--- src/rtl/opsum_drain_ctrl.sv ---
// opsum_drain_ctrl: fills the 4-deep opsum buffer from the reducer, then drains the active rows to the GLB
module opsum_drain_ctrl #(
  parameter int ROW_NUM = 32,
  parameter int ADDR_W  = 16
) (
  input  logic              clk,
  input  logic              reset,
  input  logic              cfg_start,
  input  logic [ADDR_W-1:0] cfg_base_addr,
  input  logic [ADDR_W-1:0] cfg_pitch,
  input  logic [5:0]        cfg_row_en,
  input  logic [7:0]        cfg_tile_num,
  input  logic              red_valid,
  output logic              red_ready,
  output logic              store_opsum_f,
  output logic              glb_valid,
  input  logic              glb_ready,
  output logic [5:0]        rd_sel,
  output logic [ADDR_W-1:0] glb_addr,
  output logic              busy,
  output logic              done
);
  typedef enum logic [1:0] {IDLE, FILL, DRAIN, DONE} state_t;
  state_t            state;
  logic [1:0]        fill_cnt;
  logic [5:0]        word_cnt;
  logic [5:0]        last_q;
  logic [7:0]        tile_idx;
  logic [7:0]        tile_num_q;
  logic [ADDR_W-1:0] tile_base;
  logic [ADDR_W-1:0] pitch_q;
  logic [6:0]        rows_c;
  logic [5:0]        last_c;
  // zero or oversized row counts fall back to the full buffer
  assign rows_c = (cfg_row_en == '0 || {1'b0, cfg_row_en} > 7'(ROW_NUM)) ? 7'(ROW_NUM) : {1'b0, cfg_row_en};
  assign last_c = 6'((rows_c << 1) - 7'd1);
  assign red_ready     = state == FILL;
  assign store_opsum_f = red_valid & red_ready;
  assign glb_valid     = state == DRAIN;
  assign rd_sel        = word_cnt;
  assign glb_addr      = glb_valid ? tile_base + ADDR_W'(word_cnt) : '0;
  assign busy          = state == FILL || state == DRAIN;
  assign done          = state == DONE;
  // sequencer: latch config, count stores per tile, then walk words and advance the tile base
  always_ff @(posedge clk) begin
    if (reset) begin
      state      <= IDLE;
      fill_cnt   <= '0;
      word_cnt   <= '0;
      last_q     <= '0;
      tile_idx   <= '0;
      tile_num_q <= '0;
      tile_base  <= '0;
      pitch_q    <= '0;
    end else begin
      case (state)
        IDLE: if (cfg_start) begin
          tile_base  <= cfg_base_addr;
          pitch_q    <= cfg_pitch;
          last_q     <= last_c;
          tile_num_q <= cfg_tile_num;
          fill_cnt   <= '0;
          word_cnt   <= '0;
          tile_idx   <= '0;
          state      <= cfg_tile_num == '0 ? DONE : FILL;
        end
        FILL: if (red_valid) begin
          fill_cnt <= fill_cnt + 2'd1;
          if (fill_cnt == 2'd3) state <= DRAIN;
        end
        DRAIN: if (glb_ready) begin
          if (word_cnt == last_q) begin
            word_cnt  <= '0;
            tile_base <= tile_base + pitch_q;
            tile_idx  <= tile_idx + 8'd1;
            state     <= tile_idx == tile_num_q - 8'd1 ? DONE : FILL;
          end else begin
            word_cnt <= word_cnt + 6'd1;
          end
        end
        default: state <= IDLE;
      endcase
    end
  end
endmodule

--- config.mk ---
export PLATFORM = sky130hd
export DESIGN_NAME = opsum_drain_ctrl
export DESIGN_NICKNAME = d
export VERILOG_FILES = /design/src/rtl/opsum_drain_ctrl.sv
export SDC_FILE = /design/constraint.sdc
export NUM_CORES = 1
export LEC_CHECK = 0
export ABC_AREA = 1
export CAP_MARGIN = 30
export CORE_ASPECT_RATIO = 1.4
export CORE_MARGIN = 5
export CORE_UTILIZATION = 35
export DETAILED_ROUTE_END_ITERATION = 16
export GPL_ROUTABILITY_DRIVEN = 1
export MAX_ROUTING_LAYER = met4
export PLACE_DENSITY = 0.6
export RECOVER_POWER = 25
export SLEW_MARGIN = 20
export SYNTH_ARGS = -nofsm -noshare
export SYNTH_HDL_FRONTEND = slang
export SYNTH_SLANG_ARGS = --single-unit
--- constraint.sdc ---
create_clock -name clk -period 2.5 [get_ports clk]
set_input_delay 0.25 -clock clk [delete_from_list [all_inputs] [get_ports clk]]
set_output_delay 0.25 -clock clk [all_outputs]
set_load 0.02 [all_outputs]
Yosys cells after proc, flatten, opt, wreduce, memory -nomap -nowiden. Cells that the tools add are included.

Add/sub/neg operators: 7. $lt $le $gt $ge: 1. Equality and inequality tests: 11. Multiplexer cells: 25. Bitwise operators: 1. Reductions and logical operators: 12.

Operators with widths (number): $mux 16 (4); $pmux 16 s2 (1); $mux 8 (3); $mux 2 (9); $mux 6 (3); $add 16x16->16 (1); $add 16x6->16 (1); $pmux 8 s2 (1); $pmux 6 s2 (1); $add 8x1->8 const B (1); $eq 8x8->1 (1); $logic_not 8->1 (1); $sub 8x1->8 const B (1); $add 6x1->6 const B (1); $eq 2x2->1 const B (3); $eq 6x6->1 (1); $gt 6x6->1 const B (1); $logic_not 6->1 (1); $ne 2x1->1 const B (3); $pmux 2 s3 (1); $reduce_and 3->1 (2); $sub 6x1->6 const B (1); $mux 5 (1); $reduce_and 5->1 (1); other kinds (10) (13).

Register bits: 64. Output and inout bits: 27.

Longest topological paths before layout.
Depth in word-level cells: 6. Depth in mapped cells: 15. Gate-level depth less buffers: 15.

Least setup slack after synthesis. Ideal clock, no wire load.

Kind: reg2out. From: register word_cnt[0] (netlist: rd_sel[0]). To: output port glb_addr[12]. Arrival time: 1.911 ns. Path slack: 0.339 ns. Cell stages (with the launch flop): 10. Path through: dfxtp_1 > ha_1 > fa_1 > nand3_1 > nand2_1 > nand4_1 > nand2_1 > nand2_1 > o21ai_0 > a21oi_1.

Longest elaborated chain between the ends: 2.

RTL lines: start, declared (line 26) `logic [5:0] word_cnt;`; start signal, assigned (line 78) `word_cnt <= word_cnt + 6'd1;`; $add 16x6->16 (line 41) `assign glb_addr = glb_valid ? tile_base + ADDR_W'(word_cnt) : '0;`; $mux 16 (line 41); end, declared (line 19) `output logic [ADDR_W-1:0] glb_addr,`.

Every way passes these cells.

Final worst setup path.
From: register tile_base[0]. To: output port glb_addr[6].

Longest elaborated chain between the ends: 2.

RTL lines: start, declared (line 30) `logic [ADDR_W-1:0] tile_base;`; start signal, assigned (line 58) `tile_base <= cfg_base_addr;`; start signal, assigned (line 74) `tile_base <= tile_base + pitch_q;`; $add 16x6->16 (line 41); $mux 16 (line 41).

Every way passes these cells.

==> flow_metrics.py <==
metrics = {
    "worst_setup_path": {
        "slowest_delay_ns": 0.34,
        "required_ns": 2.25,
        "cp_data_arrival_time_ns": 2.12,
        "cp-start-kind": "flop",
        "reg2reg_to": "pitch_q[10]",
        "end_kind": "output port",
        "critPathTopFamily": "adder cells",
        "cp_max_fo": 3,
        "cpMostUsedCell": "buf_4",
        "worstSetupPathType": "reg2out",
        "r2r-start": "state[0]",
        "slowest_stage": "fa_2",
        "worstPathCellList": "ha_2, fa_2, nand3_1, nand2_2, buf_4, a21oi_1, o21ai_0, buf_4, o21a_1, buf_2",
        "rr_worst_depth": 6,
        "r2r_setup_slack_ns": 0.33,
        "crit_buf_inv": 3,
    },
    "drt": {
        "first_pass_iters": 4,
        "totalWireLength_um": 12900,
        "vias": 4714,
        "ant_nets": 0,
        "avgViaCountPerCell": 4.94,
        "wl_per_cell_um": 13.5,
        "drcViolationCount": 0,
        "drt_iter0_markers": 162,
    },
    "timing": {
        "skew_ns": 0.00702,
        "fin_crit_sh": 0.950,
        "fin_crit_ns": 2.37,
        "setup_violations": 0,
        "slew_violations": 0,
        "hold_violations": 0,
        "postLayoutSetupSlackWorst_ns": 0.125,
        "fmaxAchievable_ghz": 0.421,
        "tightest_slew_ns": 0.775,
        "relSlewSlack": 0.483,
    },
    "synth": {
        "synthTopCellsByArea": "dfxtp_1 (29%), nand2_1 (14%), nor2_1 (8.8%)",
        "synth_cell_types": 42,
        "synth_top_area_share": 0.288,
        "ys_ff_latch": 64,
        "ys_warn_count": 0,
        "synthCells": 693,
        "ys_seq_area_frac": 0.288,
        "synth_top_family_by_area": "simple AND/OR/NAND/NOR gates",
        "synth_area_leader_cell": "dfxtp_1",
        "syn_area_per_cell_um2": 6.41,
        "synthXorXnorAreaFrac": 0.0296,
        "synth-compound-area-share": 0.165,
        "synth_fp_nets": 776,
        "syn-cell-area_um2": 4440,
        "synth_fa_ha_area_frac": 0.0935,
        "muxShareOfSynthArea": 0.00676,
        "yosys.area_share.simple": 0.327,
    },
    "floorplan": {
        "start_util": 0.359,
        "die-area_um2": 15100,
        "core_area_um2": 12400,
        "ios": 78,
        "fp-row-count": 48,
        "die_h_um": 143,
        "die_w_um": 105,
    },
    "power_and_ir_drop": {
        "p_leak_nw": 2.76,
        "irDropWorstVdd_v": 0.000568,
        "p_per_area_nw_per_um2": 882,
    },
    "clock_network": {
        "clock_sinks": 64,
        "cts_made_buffers": 9,
        "clkSlewWorstSetupHoldPaths_ns": 0.05,
        "cts_setup_buffers": 0,
        "clk_path_buf_depth": 2,
        "ctsHtreeMaxLevel": 3,
        "cts_tree": "built",
        "root_buffer": "clkbuf_16",
        "clk-insertion-delay-late_ns": 0.33,
    },
    "hold_path": {
        "min-delay-start": "last_q[0]",
        "holdPathEnd": "last_q[0]",
        "holdCritPathClass": "reg2reg",
        "hold_depth": 2,
    },
    "placement": {
        "hpwlAfterDp_um": 10300,
        "dp_slack_ns": -0.114,
        "place_congestion": 0.867,
        "placed_cell_area_um2": 5590,
        "portBuffers": 77,
    },
    "layout": {
        "drive_above_1_share": 0.107,
        "area_growth_pct": 33.9,
        "fin_nets": 883,
        "n_antenna_cell": 0,
        "finalInstanceArea_um2": 5950,
        "final_util": 0.481,
    },
    "global_route": {
        "grt_pass1_wl_um": 21600,
        "antenna_found_initial": 0,
        "grt_max_degree": 22,
        "grt_pass1_vias": 4704,
        "grt_overflow": 0,
        "grt_use_total": 0.178,
    },
    "outcome": {
        "status": "completed",
    },
    "flow_run": {
        "cap_violations": 0,
    },
}
report_power, final:
group | total [mW] | switching [mW] | leakage [nW] | internal [mW]
Sequential | 1.50 | 0.233 | 0.528 | 1.27
Combinational | 2.42 | 1.49 | 2.07 | 0.931
Clock | 1.32 | 0.442 | 0.159 | 0.879
cells by family (layout without fill, tap and decap cells):
family                     Yosys count  in the layout
and+or+nand+nor                    342            342
AOI/OAI and AO/OA                  137            137
buffers and inverters              100            212
DFF                                 64             64
adders and majority gates           32             32
xor gates and xnor gates            15             15
muxes                                3              3
layout make-up:
| type | instances | area (um^2) |
|---|---|---|
| Fill cell | 1248 | 6420 |
| Tap cell | 150 | 188 |
| Inverter | 85 | 332 |
| Sequential cell | 64 | 1280 |
| Multi-Input combinational cell | 529 | 2850 |
| Clock buffer | 14 | 284 |
| Timing Repair Buffer | 111 | 981 |
| Clock inverter | 2 | 35.0 |
synthesized netlist by cell type, drive strengths merged:
library cell	number
mux2i	3
nand2	169
xor2	9
xnor2	6
nand4	9
o21ai	66
and3	1
inv	84
nand3	42
ha	30
o21bai	2
o311ai	1
a31oi	2
nor4	1
fa	2
clkinv	1
clkbuf	12
nor2	106
a211oi	3
or2	1
o22ai	1
nand3b	2
buf	3
a21oi	56
a221oi	1
nor3	11
dfxtp	64
o31ai	1
o21a	4
cells in the final DEF (no fill, tap or decap), types with 10 or more instances in the layout:
master / count
buf_4: 33
dfxtp_1: 61
o21ai_0: 58
ha_1: 25
nor3_1: 10
nand2_1: 162
inv_1: 79
nor2_1: 102
nand3_1: 41
a21oi_1: 56
clkdlybuf4s50_1: 58
flip-flops by register name (all words and copies together) (netlist names):
signal      flops
fill_cnt        2
state           2
rd_sel          6
tile_base      16
pitch_q        16
last_q          6
tile_idx        8
tile_num_q      8
tightest hold or removal path, delay by kind of cell (launching register included):
family,cells,cell delay (ns)
compound gates,1,0.06
buf+inv,1,0.06
flops,1,0.31
repair_timing:
action	CTS	global route
endpoints found under the hold margin	0	0
pin swaps	0	3
gates cloned	0	0
hold buffers	0	0
endpoints found under the setup margin	14	13
resized for setup	32	22
how the worst max path moves through the flow:
stage	startpoint	to	depth (start not counted)
5_1_grt	tile_base[5]	glb_addr[13]	10
4_1_cts	rd_sel[2]	glb_addr[11]	10
3_3_place_gp	rd_sel[0]	glb_addr[12]	10
2_1_floorplan	rd_sel[0]	glb_addr[12]	9
3_5_place_dp	rd_sel[0]	glb_addr[14]	12
6_report	tile_base[0]	glb_addr[6]	10
routing by layer:
metal | vias to the layer above | global-route usage | wire length, um
li1 | 2475 | - | -
met1 | 2114 | 0.200 | 5500
met2 | 104 | 0.314 | 6650
met3 | 21 | 0.0319 | 491
met4 | 0 | 0.0660 | 269
met5 | - | - | 0
stage by stage:
| step | power (mW) | std cells | TNS (ns) | hold WS [ns] |
|---|---|---|---|---|
| after floorplan | 3.17 | 693 | 0 | 0.362 |
| after global placement | 3.87 | 939 | -0.114 | 0.458 |
| after detailed placement | 3.91 | 939 | -0.372 | 0.464 |
| after CTS | 5.24 | 955 | 0 | 0.472 |
| after global routing | 5.68 | 955 | -0.00915 | 0.482 |
| final | 5.25 | 955 | 0 | 0.474 |
Power figures use the tool's default switching activity.
==> edit, RTL diff (same settings) <==
The 4 states of `state_t` get a one-hot encoding in 4 bits.
--- a/src/rtl/opsum_drain_ctrl.sv
+++ b/src/rtl/opsum_drain_ctrl.sv
@@ -22,3 +22,3 @@
 );
-  typedef enum logic [1:0] {IDLE, FILL, DRAIN, DONE} state_t;
+  typedef enum logic [3:0] {IDLE = 4'b0001, FILL = 4'b0010, DRAIN = 4'b0100, DONE = 4'b1000} state_t;
   state_t            state;
Formal check against the unedited RTL: no difference found for any inputs over 10 cycles, from zero or initial values and one cycle with reset high; not proved beyond that.
==> edit against the unedited design <==
Sequential cell count up 2; synthesized area up 0.34%; synthesized cell count up 0.58%; non-clock buffer count up 2; sequential share of layout area up 0.51 points; routed wire length up 2.5%; fmax down 1.0%; critical path type unchanged; design area up 1.1%; die area up 0.31%; worst setup slack worse by 25 ps; total power down 5.5%; hold slack about the same.
==> edit: results (changes against the unedited design) <==
Parameter                              Value

Run status
  Result of the run    finished clean

Route
  Count of nets left with antenna violations after detail routing    0 (unchanged)
  DRC violation total after the first TritonRoute iteration    136 (-16%)
  Routed wire per std cell    13.9 um (+2.5%)
  Drt pass-1 iters    4 (unchanged)
  Detailed-route via count    4748 (+0.72%)

Final layout
  Number of filler instances in the final layout    1276 (+2.2%)
  Number of diodes added for antenna fixing    0 (unchanged)
  Total Nets Final    879 (-0.45%)
  Biggest regs    pitch_q x16, tile_base x16
  Fraction of layout cells with a size suffix above 1    11.8% (+1.1 points)

CTS
  Clock-pin slew on the worst setup and hold paths    roughly 60 ps
  Worst-Skew Late Latency    330 ps (about the same)
  Buffer type at the clock tree root    clkbuf_16
  H-tree levels    3 (unchanged)
  CTS buffer count    9 (unchanged)
  Number of buffers on the longest clock path    2 (unchanged)

Yosys
  Sequential element share of the synthesized area    29.6% (+0.80 points)
  Nets in the synthesized netlist    776 (unchanged)
  Synth async-reset ratio    0% (unchanged)
  Number of distinct standard cells referenced by the synthesized netlist    37 (-12%)
  Largest cells by area after synthesis    dfxtp_1 (30%), nand2_1 (15%), a21oi_1 (9.5%)
  Main flop type after synthesis    dfxtp_1
  Commonest cells in the netlist    nand2_1 (182), nor2_1 (91), a21oi_1 (85)
  Syn. warnings    0 (unchanged)

Power
  Sw Pwr    2.00 mW (-7.8%)
  Lkg Pwr    2.75 nW (-0.36%)
  Worst vdd ir    0.407 mV (-28%)

Critical path
  Critical-path top delay cell    dfxtp_2
  Maximum fanout count along the critical path    3 (unchanged)
  CP Data Arrival Time    2150 ps (+30 ps)
  Delay contributed by the slowest stage of the critical path    about 350 ps
  Crit-path leading delay family    simple AND/OR/NAND/NOR gates

STA
  Clock skew    9.20 ps (+2.18 ps)
  Least-Margin Pin Slew    570 ps (-206 ps)

GRT
  Global-route usage over all layers    18.0% (+0.15 points)
  Initial antenna violation count    0 (unchanged)
  Global-route wire length before repair    21300 um (-1.4%)
  Pin count of the biggest net entering global routing    37 (+68%)
  Number of global-route vias before repair    4599 (-2.2%)

Place
  Cell area after placement    5570 um2 (-0.29%)
  Pre-CTS setup slack    -254 ps (-140 ps)
  Count of input and output buffers    77 (unchanged)
  DP HPWL    9960 um (-3.7%)
  Routability-driven placement congestion ratio    0.973 (+12%)

Die
  # rows    48 (unchanged)

Worst hold path
  Class of the tightest hold or removal check    in -> reg
-- edit: cell count changes after synthesis, moves of 4 or more --
cell     delta
inv_1       -7
buf_2       +6
xor2_1      +8
o21ai_0    -21
ha_1        -4
nand2_1    +17
a21oi_1    +29
nor2_1     -13
-- edit: final cells by class --
cell class	count	area, um2	area share, %
flip-flops and latches	66	1330	22.1
clock buffers	14	264	4.39
clock inverters	2	35.0	0.582
inverters	76	287	4.76
repair buffers	113	1040	17.2
multi-input cells	534	2880	47.8
well taps	150	188	3.12
-- edit: path summary, 6_finish.rpt --
check | cells past startpoint | to | from | slack (ps)
worst max-delay path | 13 | glb_addr[14] | tile_base[0]$_SDFFE_PP0P_ | 100
worst min-delay path | 3 | pitch_q[11]$_SDFFE_PP0P_ | cfg_pitch[11] | 470
worst max register to register | 14 | tile_base[14]$_SDFFE_PP0P_ | tile_base[0]$_SDFFE_PP0P_ | 310
worst min register to register | 2 | pitch_q[9]$_SDFFE_PP0P_ | pitch_q[9]$_SDFFE_PP0P_ | 470
-- edit: through the flow --
| step | std cells | power, mW | TNS [ps] |
|---|---|---|---|
| 6_report | 955 | 4.96 | 0 |
| 5_1_grt | 955 | 5.36 | -18.5 |
| 4_1_cts | 954 | 4.96 | 0 |
| 3_5_place_dp | 936 | 3.65 | -819 |
| 3_3_place_gp | 936 | 3.61 | -740 |
| 2_1_floorplan | 697 | 3.02 | 0 |
-- edit: logic make-up after synthesis --
logic type,share of synthesized area (%)
AOI/OAI and AO/OA,17.5
xor gates and xnor gates,4.52
adders and majority gates,8.19
buffers and inverters,8.75
DFF,29.6
and+or+nand+nor,31.5
-- edit: repair_timing --
item,4_1_cts,5_1_grt
buffers inserted,2,1
gates resized for setup,45,34
setup endpoints to repair,13,12
cloned,0,0
pin swaps,6,9
-- edit: tightest hold or removal path, delay by kind of cell --
kind	cells	cell delay [ps]
AND/OR/NAND/NOR	1	60
AO/OA/AOI/OAI	1	50
buffers and inverters	1	390
-- edit: power by group through the flow --
| stage | Sequential, mW | Combinational (mW) | Clock (mW) |
|---|---|---|---|
| 3_5_place_dp | 1.54 | 2.11 | 0 |
| 4_1_cts | 1.53 | 2.13 | 1.31 |
| 2_1_floorplan | 1.49 | 1.53 | 0 |
| 6_report | 1.55 | 2.14 | 1.27 |
| 5_1_grt | 1.58 | 2.43 | 1.36 |
| 3_3_place_gp | 1.54 | 2.07 | 0 |
-- edit: routing by layer --
metal / wire length, um / share of wire, % / vias up / GRT usage [%]
met3: 528 / 4.0 / 19 / 3.01
met4: 276 / 2.1 / 0 / 6.77
met1: 5700 / 43 / 2151 / 19.7
met2: 6730 / 51 / 108 / 32.5
li1: - / - / 2470 / -
met5: 0 / 0 / - / -
